--- config.mk ---
export PLATFORM = sky130hd
export DESIGN_NAME = axil_rr_arbiter_flat
export DESIGN_NICKNAME = d
export VERILOG_FILES = /design/src/rtl/axil_rr_arbiter_if.sv /design/src/rtl/axil_rr_arbiter.sv /design/src/flat_wrapper.sv
export SDC_FILE = /design/constraint.sdc
export NUM_CORES = 1
export LEC_CHECK = 0
export CAP_MARGIN = 10
export CELL_PAD_IN_SITES_DETAIL_PLACEMENT = 1
export CELL_PAD_IN_SITES_GLOBAL_PLACEMENT = 1
export CORE_AREA = 2 2 178 180
export DETAILED_ROUTE_END_ITERATION = 10
export DIE_AREA = 0 0 180 182
export PLACE_DENSITY = 0.7
export SLEW_MARGIN = 20
export SYNTH_ARGS = -nofsm -noshare
export SYNTH_HDL_FRONTEND = slang
export SYNTH_SLANG_ARGS = --single-unit
--- constraint.sdc ---
create_clock -name aclk -period 2.34 [get_ports aclk]
set_input_delay 0.468 -clock aclk [delete_from_list [all_inputs] [get_ports aclk]]
set_output_delay 0.468 -clock aclk [all_outputs]
set_load 0.01 [all_outputs]
--- src/rtl/axil_rr_arbiter_if.sv ---
// axil_rr_arbiter_if: AXI4-Lite bundle (no BRESP) shared by the arbiter's slave and master ports.
interface axil_rr_arbiter_if #(
    parameter int ADDR_WIDTH = 32,
    parameter int DATA_WIDTH = 32,
    parameter int STRB_WIDTH = DATA_WIDTH / 8
);
    logic [ADDR_WIDTH-1:0] awaddr;
    logic [2:0]            awprot;
    logic                  awvalid;
    logic                  awready;
    logic [DATA_WIDTH-1:0] wdata;
    logic [STRB_WIDTH-1:0] wstrb;
    logic                  wvalid;
    logic                  wready;
    logic                  bvalid;
    logic                  bready;
    logic [ADDR_WIDTH-1:0] araddr;
    logic [2:0]            arprot;
    logic                  arvalid;
    logic                  arready;
    logic [DATA_WIDTH-1:0] rdata;
    logic [1:0]            rresp;
    logic                  rvalid;
    logic                  rready;

    modport master (
        output awaddr, awprot, awvalid, input awready,
        output wdata, wstrb, wvalid, input wready,
        input bvalid, output bready,
        output araddr, arprot, arvalid, input arready,
        input rdata, rresp, rvalid, output rready
    );

    modport slave (
        input awaddr, awprot, awvalid, output awready,
        input wdata, wstrb, wvalid, output wready,
        output bvalid, input bready,
        input araddr, arprot, arvalid, output arready,
        output rdata, rresp, rvalid, input rready
    );
endinterface

--- src/rtl/axil_rr_arbiter.sv ---
// axil_rr_arbiter: 2:1 round-robin AXI4-Lite arbiter, one whole transaction per grant, W never leads AW.
module axil_rr_arbiter #(
    parameter int ADDR_WIDTH = 32,
    parameter int DATA_WIDTH = 32,
    parameter int STRB_WIDTH = DATA_WIDTH / 8
) (
    input  logic                aclk,
    input  logic                aresetn,
    axil_rr_arbiter_if.slave    s0,
    axil_rr_arbiter_if.slave    s1,
    axil_rr_arbiter_if.master   m,
    output logic [1:0]          grant,
    output logic                busy
);
    typedef enum logic [1:0] {IDLE, RD, WR} state_t;

    state_t state, state_nx;
    logic   owner, owner_nx, last_owner, last_owner_nx;
    logic   aw_done, aw_done_nx, w_done, w_done_nx;

    logic [ADDR_WIDTH-1:0] awaddr_o, araddr_o;
    logic [DATA_WIDTH-1:0] wdata_o;
    logic [STRB_WIDTH-1:0] wstrb_o;
    logic [2:0]            awprot_o, arprot_o;
    logic awvalid_o, wvalid_o, bready_o, arvalid_o, rready_o;
    logic wr, rd, sel0, sel1, req0, req1, pick;
    logic aw_hs, w_ok, w_hs, b_ok, b_hs, r_hs;

    assign wr    = state == WR;
    assign rd    = state == RD;
    assign busy  = state != IDLE;
    assign sel0  = busy & !owner;
    assign sel1  = busy & owner;
    assign grant = {sel1, sel0};
    assign req0  = s0.arvalid | s0.awvalid;
    assign req1  = s1.arvalid | s1.awvalid;
    assign pick  = (req0 & req1) ? !last_owner : req1;

    always_comb begin
        awaddr_o  = owner ? s1.awaddr  : s0.awaddr;
        awprot_o  = owner ? s1.awprot  : s0.awprot;
        awvalid_o = owner ? s1.awvalid : s0.awvalid;
        wdata_o   = owner ? s1.wdata   : s0.wdata;
        wstrb_o   = owner ? s1.wstrb   : s0.wstrb;
        wvalid_o  = owner ? s1.wvalid  : s0.wvalid;
        bready_o  = owner ? s1.bready  : s0.bready;
        araddr_o  = owner ? s1.araddr  : s0.araddr;
        arprot_o  = owner ? s1.arprot  : s0.arprot;
        arvalid_o = owner ? s1.arvalid : s0.arvalid;
        rready_o  = owner ? s1.rready  : s0.rready;
    end

    // W may only pass in the same cycle as, or after, the AW handshake
    assign aw_hs = m.awvalid & m.awready;
    assign w_ok  = wr & !w_done & (aw_done | aw_hs);
    assign w_hs  = m.wvalid & m.wready;
    assign b_ok  = wr & aw_done & w_done;
    assign b_hs  = m.bvalid & m.bready;
    assign r_hs  = m.rvalid & m.rready;

    assign m.awaddr  = wr ? awaddr_o : '0;
    assign m.awprot  = wr ? awprot_o : '0;
    assign m.awvalid = wr & awvalid_o & !aw_done;
    assign m.wdata   = wr ? wdata_o : '0;
    assign m.wstrb   = wr ? wstrb_o : '0;
    assign m.wvalid  = w_ok & wvalid_o;
    assign m.bready  = b_ok & bready_o;
    assign m.araddr  = rd ? araddr_o : '0;
    assign m.arprot  = rd ? arprot_o : '0;
    assign m.arvalid = rd & arvalid_o;
    assign m.rready  = rd & rready_o;

    assign s0.awready = sel0 & wr & !aw_done & m.awready;
    assign s0.wready  = sel0 & w_ok & m.wready;
    assign s0.bvalid  = sel0 & b_ok & m.bvalid;
    assign s0.arready = sel0 & rd & m.arready;
    assign s0.rvalid  = sel0 & rd & m.rvalid;
    assign s0.rdata   = (sel0 & rd) ? m.rdata : '0;
    assign s0.rresp   = (sel0 & rd) ? m.rresp : '0;

    assign s1.awready = sel1 & wr & !aw_done & m.awready;
    assign s1.wready  = sel1 & w_ok & m.wready;
    assign s1.bvalid  = sel1 & b_ok & m.bvalid;
    assign s1.arready = sel1 & rd & m.arready;
    assign s1.rvalid  = sel1 & rd & m.rvalid;
    assign s1.rdata   = (sel1 & rd) ? m.rdata : '0;
    assign s1.rresp   = (sel1 & rd) ? m.rresp : '0;

    always_ff @(posedge aclk or negedge aresetn) begin
        if (!aresetn) begin
            state      <= IDLE;
            owner      <= 1'b0;
            last_owner <= 1'b1;
            aw_done    <= 1'b0;
            w_done     <= 1'b0;
        end else begin
            state      <= state_nx;
            owner      <= owner_nx;
            last_owner <= last_owner_nx;
            aw_done    <= aw_done_nx;
            w_done     <= w_done_nx;
        end
    end

    // a write request outranks a read from the same master
    always_comb begin
        state_nx      = state;
        owner_nx      = owner;
        last_owner_nx = last_owner;
        aw_done_nx    = aw_done | aw_hs;
        w_done_nx     = w_done | w_hs;
        case (state)
            IDLE: begin
                aw_done_nx = 1'b0;
                w_done_nx  = 1'b0;
                if (req0 | req1) begin
                    owner_nx = pick;
                    state_nx = (pick ? s1.awvalid : s0.awvalid) ? WR : RD;
                end
            end
            RD: if (r_hs) begin
                last_owner_nx = owner;
                state_nx      = IDLE;
            end
            WR: if (b_hs) begin
                last_owner_nx = owner;
                state_nx      = IDLE;
            end
            default: state_nx = IDLE;
        endcase
    end
endmodule

--- src/flat_wrapper.sv ---
// flat-port wrapper written by rule: the top's interface ports become plain ports
module axil_rr_arbiter_flat 
#(
    parameter int ADDR_WIDTH = 32,
    parameter int DATA_WIDTH = 32,
    parameter int STRB_WIDTH = DATA_WIDTH / 8
)
  (aclk, aresetn, grant, busy, s0_awaddr, s0_awprot, s0_awvalid, s0_awready, s0_wdata, s0_wstrb, s0_wvalid, s0_wready, s0_bvalid, s0_bready, s0_araddr, s0_arprot, s0_arvalid, s0_arready, s0_rdata, s0_rresp, s0_rvalid, s0_rready, s1_awaddr, s1_awprot, s1_awvalid, s1_awready, s1_wdata, s1_wstrb, s1_wvalid, s1_wready, s1_bvalid, s1_bready, s1_araddr, s1_arprot, s1_arvalid, s1_arready, s1_rdata, s1_rresp, s1_rvalid, s1_rready, m_awaddr, m_awprot, m_awvalid, m_awready, m_wdata, m_wstrb, m_wvalid, m_wready, m_bvalid, m_bready, m_araddr, m_arprot, m_arvalid, m_arready, m_rdata, m_rresp, m_rvalid, m_rready);
  axil_rr_arbiter_if #(.ADDR_WIDTH(ADDR_WIDTH), .DATA_WIDTH(DATA_WIDTH), .STRB_WIDTH(STRB_WIDTH)) s0_i ();
  axil_rr_arbiter_if #(.ADDR_WIDTH(ADDR_WIDTH), .DATA_WIDTH(DATA_WIDTH), .STRB_WIDTH(STRB_WIDTH)) s1_i ();
  axil_rr_arbiter_if #(.ADDR_WIDTH(ADDR_WIDTH), .DATA_WIDTH(DATA_WIDTH), .STRB_WIDTH(STRB_WIDTH)) m_i ();
  input  logic aclk;
  input  logic aresetn;
  output logic [1:0] grant;
  output logic busy;
  input wire logic [$bits(s0_i.awaddr)-1:0] s0_awaddr;
  input wire logic [$bits(s0_i.awprot)-1:0] s0_awprot;
  input wire logic [$bits(s0_i.awvalid)-1:0] s0_awvalid;
  output wire logic [$bits(s0_i.awready)-1:0] s0_awready;
  input wire logic [$bits(s0_i.wdata)-1:0] s0_wdata;
  input wire logic [$bits(s0_i.wstrb)-1:0] s0_wstrb;
  input wire logic [$bits(s0_i.wvalid)-1:0] s0_wvalid;
  output wire logic [$bits(s0_i.wready)-1:0] s0_wready;
  output wire logic [$bits(s0_i.bvalid)-1:0] s0_bvalid;
  input wire logic [$bits(s0_i.bready)-1:0] s0_bready;
  input wire logic [$bits(s0_i.araddr)-1:0] s0_araddr;
  input wire logic [$bits(s0_i.arprot)-1:0] s0_arprot;
  input wire logic [$bits(s0_i.arvalid)-1:0] s0_arvalid;
  output wire logic [$bits(s0_i.arready)-1:0] s0_arready;
  output wire logic [$bits(s0_i.rdata)-1:0] s0_rdata;
  output wire logic [$bits(s0_i.rresp)-1:0] s0_rresp;
  output wire logic [$bits(s0_i.rvalid)-1:0] s0_rvalid;
  input wire logic [$bits(s0_i.rready)-1:0] s0_rready;
  input wire logic [$bits(s1_i.awaddr)-1:0] s1_awaddr;
  input wire logic [$bits(s1_i.awprot)-1:0] s1_awprot;
  input wire logic [$bits(s1_i.awvalid)-1:0] s1_awvalid;
  output wire logic [$bits(s1_i.awready)-1:0] s1_awready;
  input wire logic [$bits(s1_i.wdata)-1:0] s1_wdata;
  input wire logic [$bits(s1_i.wstrb)-1:0] s1_wstrb;
  input wire logic [$bits(s1_i.wvalid)-1:0] s1_wvalid;
  output wire logic [$bits(s1_i.wready)-1:0] s1_wready;
  output wire logic [$bits(s1_i.bvalid)-1:0] s1_bvalid;
  input wire logic [$bits(s1_i.bready)-1:0] s1_bready;
  input wire logic [$bits(s1_i.araddr)-1:0] s1_araddr;
  input wire logic [$bits(s1_i.arprot)-1:0] s1_arprot;
  input wire logic [$bits(s1_i.arvalid)-1:0] s1_arvalid;
  output wire logic [$bits(s1_i.arready)-1:0] s1_arready;
  output wire logic [$bits(s1_i.rdata)-1:0] s1_rdata;
  output wire logic [$bits(s1_i.rresp)-1:0] s1_rresp;
  output wire logic [$bits(s1_i.rvalid)-1:0] s1_rvalid;
  input wire logic [$bits(s1_i.rready)-1:0] s1_rready;
  output wire logic [$bits(m_i.awaddr)-1:0] m_awaddr;
  output wire logic [$bits(m_i.awprot)-1:0] m_awprot;
  output wire logic [$bits(m_i.awvalid)-1:0] m_awvalid;
  input wire logic [$bits(m_i.awready)-1:0] m_awready;
  output wire logic [$bits(m_i.wdata)-1:0] m_wdata;
  output wire logic [$bits(m_i.wstrb)-1:0] m_wstrb;
  output wire logic [$bits(m_i.wvalid)-1:0] m_wvalid;
  input wire logic [$bits(m_i.wready)-1:0] m_wready;
  input wire logic [$bits(m_i.bvalid)-1:0] m_bvalid;
  output wire logic [$bits(m_i.bready)-1:0] m_bready;
  output wire logic [$bits(m_i.araddr)-1:0] m_araddr;
  output wire logic [$bits(m_i.arprot)-1:0] m_arprot;
  output wire logic [$bits(m_i.arvalid)-1:0] m_arvalid;
  input wire logic [$bits(m_i.arready)-1:0] m_arready;
  input wire logic [$bits(m_i.rdata)-1:0] m_rdata;
  input wire logic [$bits(m_i.rresp)-1:0] m_rresp;
  input wire logic [$bits(m_i.rvalid)-1:0] m_rvalid;
  output wire logic [$bits(m_i.rready)-1:0] m_rready;
  assign s0_i.awaddr = s0_awaddr;
  assign s0_i.awprot = s0_awprot;
  assign s0_i.awvalid = s0_awvalid;
  assign s0_awready = s0_i.awready;
  assign s0_i.wdata = s0_wdata;
  assign s0_i.wstrb = s0_wstrb;
  assign s0_i.wvalid = s0_wvalid;
  assign s0_wready = s0_i.wready;
  assign s0_bvalid = s0_i.bvalid;
  assign s0_i.bready = s0_bready;
  assign s0_i.araddr = s0_araddr;
  assign s0_i.arprot = s0_arprot;
  assign s0_i.arvalid = s0_arvalid;
  assign s0_arready = s0_i.arready;
  assign s0_rdata = s0_i.rdata;
  assign s0_rresp = s0_i.rresp;
  assign s0_rvalid = s0_i.rvalid;
  assign s0_i.rready = s0_rready;
  assign s1_i.awaddr = s1_awaddr;
  assign s1_i.awprot = s1_awprot;
  assign s1_i.awvalid = s1_awvalid;
  assign s1_awready = s1_i.awready;
  assign s1_i.wdata = s1_wdata;
  assign s1_i.wstrb = s1_wstrb;
  assign s1_i.wvalid = s1_wvalid;
  assign s1_wready = s1_i.wready;
  assign s1_bvalid = s1_i.bvalid;
  assign s1_i.bready = s1_bready;
  assign s1_i.araddr = s1_araddr;
  assign s1_i.arprot = s1_arprot;
  assign s1_i.arvalid = s1_arvalid;
  assign s1_arready = s1_i.arready;
  assign s1_rdata = s1_i.rdata;
  assign s1_rresp = s1_i.rresp;
  assign s1_rvalid = s1_i.rvalid;
  assign s1_i.rready = s1_rready;
  assign m_awaddr = m_i.awaddr;
  assign m_awprot = m_i.awprot;
  assign m_awvalid = m_i.awvalid;
  assign m_i.awready = m_awready;
  assign m_wdata = m_i.wdata;
  assign m_wstrb = m_i.wstrb;
  assign m_wvalid = m_i.wvalid;
  assign m_i.wready = m_wready;
  assign m_i.bvalid = m_bvalid;
  assign m_bready = m_i.bready;
  assign m_araddr = m_i.araddr;
  assign m_arprot = m_i.arprot;
  assign m_arvalid = m_i.arvalid;
  assign m_i.arready = m_arready;
  assign m_i.rdata = m_rdata;
  assign m_i.rresp = m_rresp;
  assign m_i.rvalid = m_rvalid;
  assign m_rready = m_i.rready;
  axil_rr_arbiter #(.ADDR_WIDTH(ADDR_WIDTH), .DATA_WIDTH(DATA_WIDTH), .STRB_WIDTH(STRB_WIDTH)) u_core (.aclk(aclk), .aresetn(aresetn), .s0(s0_i), .s1(s1_i), .m(m_i), .grant(grant), .busy(busy));
endmodule
**Word level (Yosys, flattened, before mapping)**

Cells that the tools add are included.

- Memory bits (writable): 0
- Memories kept: 0
- Bits in read-only memories: 0
- Latch bits: 0
- Register bits: 6
- Input bits: 263
- Output and inout port bits: 192
- Word-level logic and storage cells: 95

- Magnitude comparators: 0
- Mux-type cells: 33
- Div/mod/pow operators: 0
- Equal/unequal tests: 5
- Reduce and logical (&&, ||, !) cells: 10
- Bitwise logic cells: 42
- Add/subtract/negate cells: 0
- Shifts and indexed selects: 0
- $mul: 0

Operator list:

| cell | count |
|---|---|
| 32-bit 2-to-1 mux | 8 |
| 1-bit AND | 37 |
| 2-bit 2-to-1 mux | 6 |
| 3-bit 2-to-1 mux | 4 |
| 1-bit 2-to-1 mux | 11 |
| 4-bit 2-to-1 mux | 2 |
| 2-bit case mux with 3 select lines | 1 |
| 3-bit AND reduction | 2 |
| 1-bit OR | 5 |
| 1-bit zero test | 4 |
| 2-bit != test, second input constant | 2 |
| 2-bit nonzero test | 2 |
| 2-bit by 1-bit == test with 1-bit output, second input constant | 1 |
| 2-bit == test, second input constant | 1 |
| 2-bit zero test | 1 |
| 2-bit by 1-bit != test with 1-bit output, second input constant | 1 |
| 1-bit case mux with 2 select lines | 1 |
| 2-bit AND reduction | 1 |

**Depth between registers and ports, before layout**

- Word-level depth: 10
- Mapped depth: 6
- Gate-level depth less buffers: 4

**Least setup slack after synthesis**

No wires, ideal clock.

- Path type: reg-to-output
- From: register u_core.owner
- To: output port s0_awready
- Stages on the path, launching flop included: 5
- Data required time: 1872 ps
- Slack: 508 ps
- Arrival time: 1364 ps
- Buffers on the path: 3
- Cell sequence: dfrtp_1 -> buf_4 -> buf_6 -> buf_4 -> nor4b_1

- Cells in the longest elaborated chain, start to end: 5

RTL lines:

| what | RTL line | source |
|---|---|---|
| start: declaration | axil_rr_arbiter.sv:18 | `logic owner, owner_nx, last_owner, last_owner_nx;` |
| start signal: assignment | axil_rr_arbiter.sv:98 | `owner <= owner_nx;` |
| 1-bit zero test | axil_rr_arbiter.sv:32 | `assign sel0 = busy & !owner;` |
| 1-bit AND | axil_rr_arbiter.sv:32 |  |
| 1-bit AND (3 in series) | axil_rr_arbiter.sv:73 | `assign s0.awready = sel0 & wr & !aw_done & m.awready;` |
| end: declaration | flat_wrapper.sv:19 | `output wire logic [$bits(s0_i.awready)-1:0] s0_awready;` |

Every way passes these cells.

**Final worst setup path**

- From: register u_core.owner
- To: output port m_awvalid

- Cells in the longest elaborated chain, start to end: 3

RTL lines:

| what | RTL line | source |
|---|---|---|
| 1-bit 2-to-1 mux | axil_rr_arbiter.sv:42 | `awvalid_o = owner ? s1.awvalid : s0.awvalid;` |
| 1-bit AND (2 in series) | axil_rr_arbiter.sv:63 | `assign m.awvalid = wr & awvalid_o & !aw_done;` |
| end: declaration | flat_wrapper.sv:54 | `output wire logic [$bits(m_i.awvalid)-1:0] m_awvalid;` |

Every way passes these cells.

==> flow_metrics.py <==
metrics = {
    "synth": {
        "yosys-top-cells-area": "mux2i_1, nor2_1, and2_1",
        "ys_async_sr_fraction": 1.00,
        "yosysSeqAreaShare": 0.0576,
        "synth_most_common_cell": "nor2_1",
        "syn_inst": 385,
        "synth.ff_latch_count": 6,
        "synth_edf_count": 0,
        "synth_mux_area_frac": 0.429,
        "synth_adder_area_share": 0,
        "synth_nets": 648,
        "synthXorXnorAreaFrac": 0,
        "synth_cell_types": 37,
        "yosysTopAreaCell": "mux2i_1",
        "synth_common_cells": "nor2_1, mux2i_1, and2_1",
        "synth-simple-area-share": 0.397,
        "avgSynthCellArea_um2": 6.82,
        "synth_top_family_by_area": "multiplexers",
        "yosys_warnings": 0,
        "post-synth-top-area-fraction": 0.419,
        "synthesis.area_um2": 2630,
        "synthFlopType": "dfrtp_1",
        "synth_compound_area_frac": 0.0324,
    },
    "finish": {
        "fin_nets": 1118,
        "area_growth_pct": 205,
        "antenna_cells": 0,
        "final_layout_size_suffix_gt1_frac": 0.0984,
    },
    "sta": {
        "max_freq_mhz": 433,
        "clock_skew_ps": 0.664,
        "tightest_slew_ps": 385,
        "fin_crit_sh": 0.986,
        "fin_ws_ps": 32.1,
        "max-slew-margin-rel": 0.743,
        "hold_slack_ps": 519,
        "hold_violations": 0,
        "period_needed_ps": 2310,
        "slew_viol_final": 0,
        "rsz0062_at_grt": "yes",
        "finalSetupViolations": 0,
    },
    "placement": {
        "port_buffers": 454,
        "hpwl_mm": 16.9,
        "gp_congestion": 0.730,
        "place_ws_ps": -435,
    },
    "cts": {
        "clk_latency_ps": 230,
        "clock_path_buffers": 2,
        "clkSinkCount": 6,
        "cts_max_level": 1,
        "clkTransAtPathRegs_ps": 40,
        "cts_tree": "yes",
        "clock-root-buffer": "clkbuf_16",
        "cts_buffers": 3,
    },
    "worst_setup_path": {
        "r2r_start": "u_core.owner",
        "ff2ff_path_depth": 8,
        "cp.arrival_ps": 1840,
        "cp-start-kind": "register",
        "rrSetupSlack_ps": 360,
        "cp_max_fo": 5,
        "rr_endpoint": "u_core.last_owner",
        "cp.required_ps": 1870,
        "end_kind": "primary output",
        "crit_type": "reg2out",
    },
    "global_route": {
        "use_met2": 0.220,
        "grt_pass1_wl_mm": 29.6,
        "grt_usage": 0.115,
        "grt_overflow": 0,
        "grt-busiest-layer": "met2",
        "grt_pass1_vias": 4974,
        "grtUsageMet1": 0.130,
        "grt_max_degree": 38,
        "antenna_found_initial": 0,
        "grt_use_met3": 0.0267,
    },
    "floorplanning": {
        "ios": 455,
        "rows": 65,
        "die_y_um": 182,
        "start_util": 0.0848,
        "die_area_um2": 32800,
        "core_area_um2": 31000,
        "die_w_um": 180,
    },
    "detailed_routing": {
        "drtAntennaViolNets": 0,
        "routedWlPerCell_um": 16.3,
        "route.detailed.drc": 0,
        "viasPerCell": 3.71,
        "first_pass_iters": 4,
        "num_vias": 4657,
        "routed_wl_mm": 20.4,
        "drtIter0Drc": 85,
    },
    "power_and_ir_drop": {
        "peakVddDrop_v": 0.000424,
        "leakagePower_nw": 4.27,
        "powerDensity_nw_per_um2": 744,
    },
    "hold_path": {
        "hold_path_class": "in2async",
    },
    "status": {
        "status": "finished, final reports clean",
    },
    "run": {
        "max-cap-violations": 0,
    },
}
[critical path: stages, from the launching register on]
cell	delay [ps]
dfrtp_4	500
buf_4	170
mux2_4	350
buf_4	160
nor3b_1	130
buf_4	160
buf_2	130
[sequential cells by signal (all words and copies together) (netlist names)]
register / flops
u_core.state: 2
u_core.owner: 1
u_core.last_owner: 1
u_core.aw_done: 1
u_core.w_done: 1
[per-stage QoR]
stage	setup TNS, ps	util	cells	instance area (um2)	power [mW]
2_1_floorplan	0	-	385	2630	2.80
5_1_grt	-14.3	0.259	1256	8030	6.44
4_1_cts	-528	0.255	1250	7900	5.97
6_report	0	0.259	1256	8030	5.97
3_3_place_gp	-1910	0.254	1244	7860	5.73
3_5_place_dp	-1940	0.254	1244	7860	5.76
[cell usage in the layout (no fill, tap or decap), drive strengths merged, types with 2 or more instances in the layout]
cell | Yosys | routed
clkdlybuf4s50 | 0 | 270
buf | 27 | 49
mux2 | 2 | 2
nand2 | 4 | 4
dfrtp | 5 | 5
clkbuf | 11 | 10
inv | 4 | 4
nand2b | 2 | 2
a21oi | 3 | 3
o21ai | 3 | 3
bufbuf | 0 | 2
dlymetal6s2s | 0 | 10
and2 | 37 | 37
and3 | 36 | 36
clkdlybuf4s15 | 0 | 9
nor2 | 118 | 118
nor3 | 4 | 4
dlygate4sd2 | 0 | 157
mux2i | 110 | 110
nor2b | 3 | 3
nor3b | 2 | 2
[cell families after synthesis]
| group | count (synthesis) |
|---|---|
| AO/OA/AOI/OAI | 13 |
| buffers and inverters | 42 |
| flip-flops | 6 |
| multiplexers | 112 |
| AND/OR/NAND/NOR | 212 |
[what timing repair did]
item                                    CTS  global route
setup buffers                             0             5
pin swaps                                 1             2
hold buffers                              0             0
endpoints found under the setup margin  162            19
gates cloned                              2             1
gates resized for setup                 217            37
[worst max path at each step]
stage	from	end	cells past startpoint
global route	u_core.owner	m_awvalid	6
global placement	m_wready	s1_wready	6
CTS	u_core.owner	m_wdata[3]	5
finish	u_core.owner	m_awvalid	6
floorplan	u_core.owner	s0_awready	4
detailed placement	m_wready	s1_wready	6
[layout make-up]
class	count	area, um2
repair buffers	503	4930
clock buffers	4	78.8
multi-input cells	337	2340
inverters	4	15.0
well taps	402	503
flip-flops and latches	6	155
fillers	3721	23000
[report_power, final]
part | switching (mW) | total [mW] | internal [mW]
combinational | 2.59 | 5.44 | 2.85
clock | 0.0675 | 0.295 | 0.227
sequential | 0.0684 | 0.230 | 0.162
total | 2.72 | 5.97 | 3.24
[routing by layer]
metal	up-vias	wire length, um
met4	0	333
met5	-	0
li1	2243	-
met2	276	10600
met1	2122	8030
met3	16	1480
Note: power is estimated with default switching activity, not from simulation.
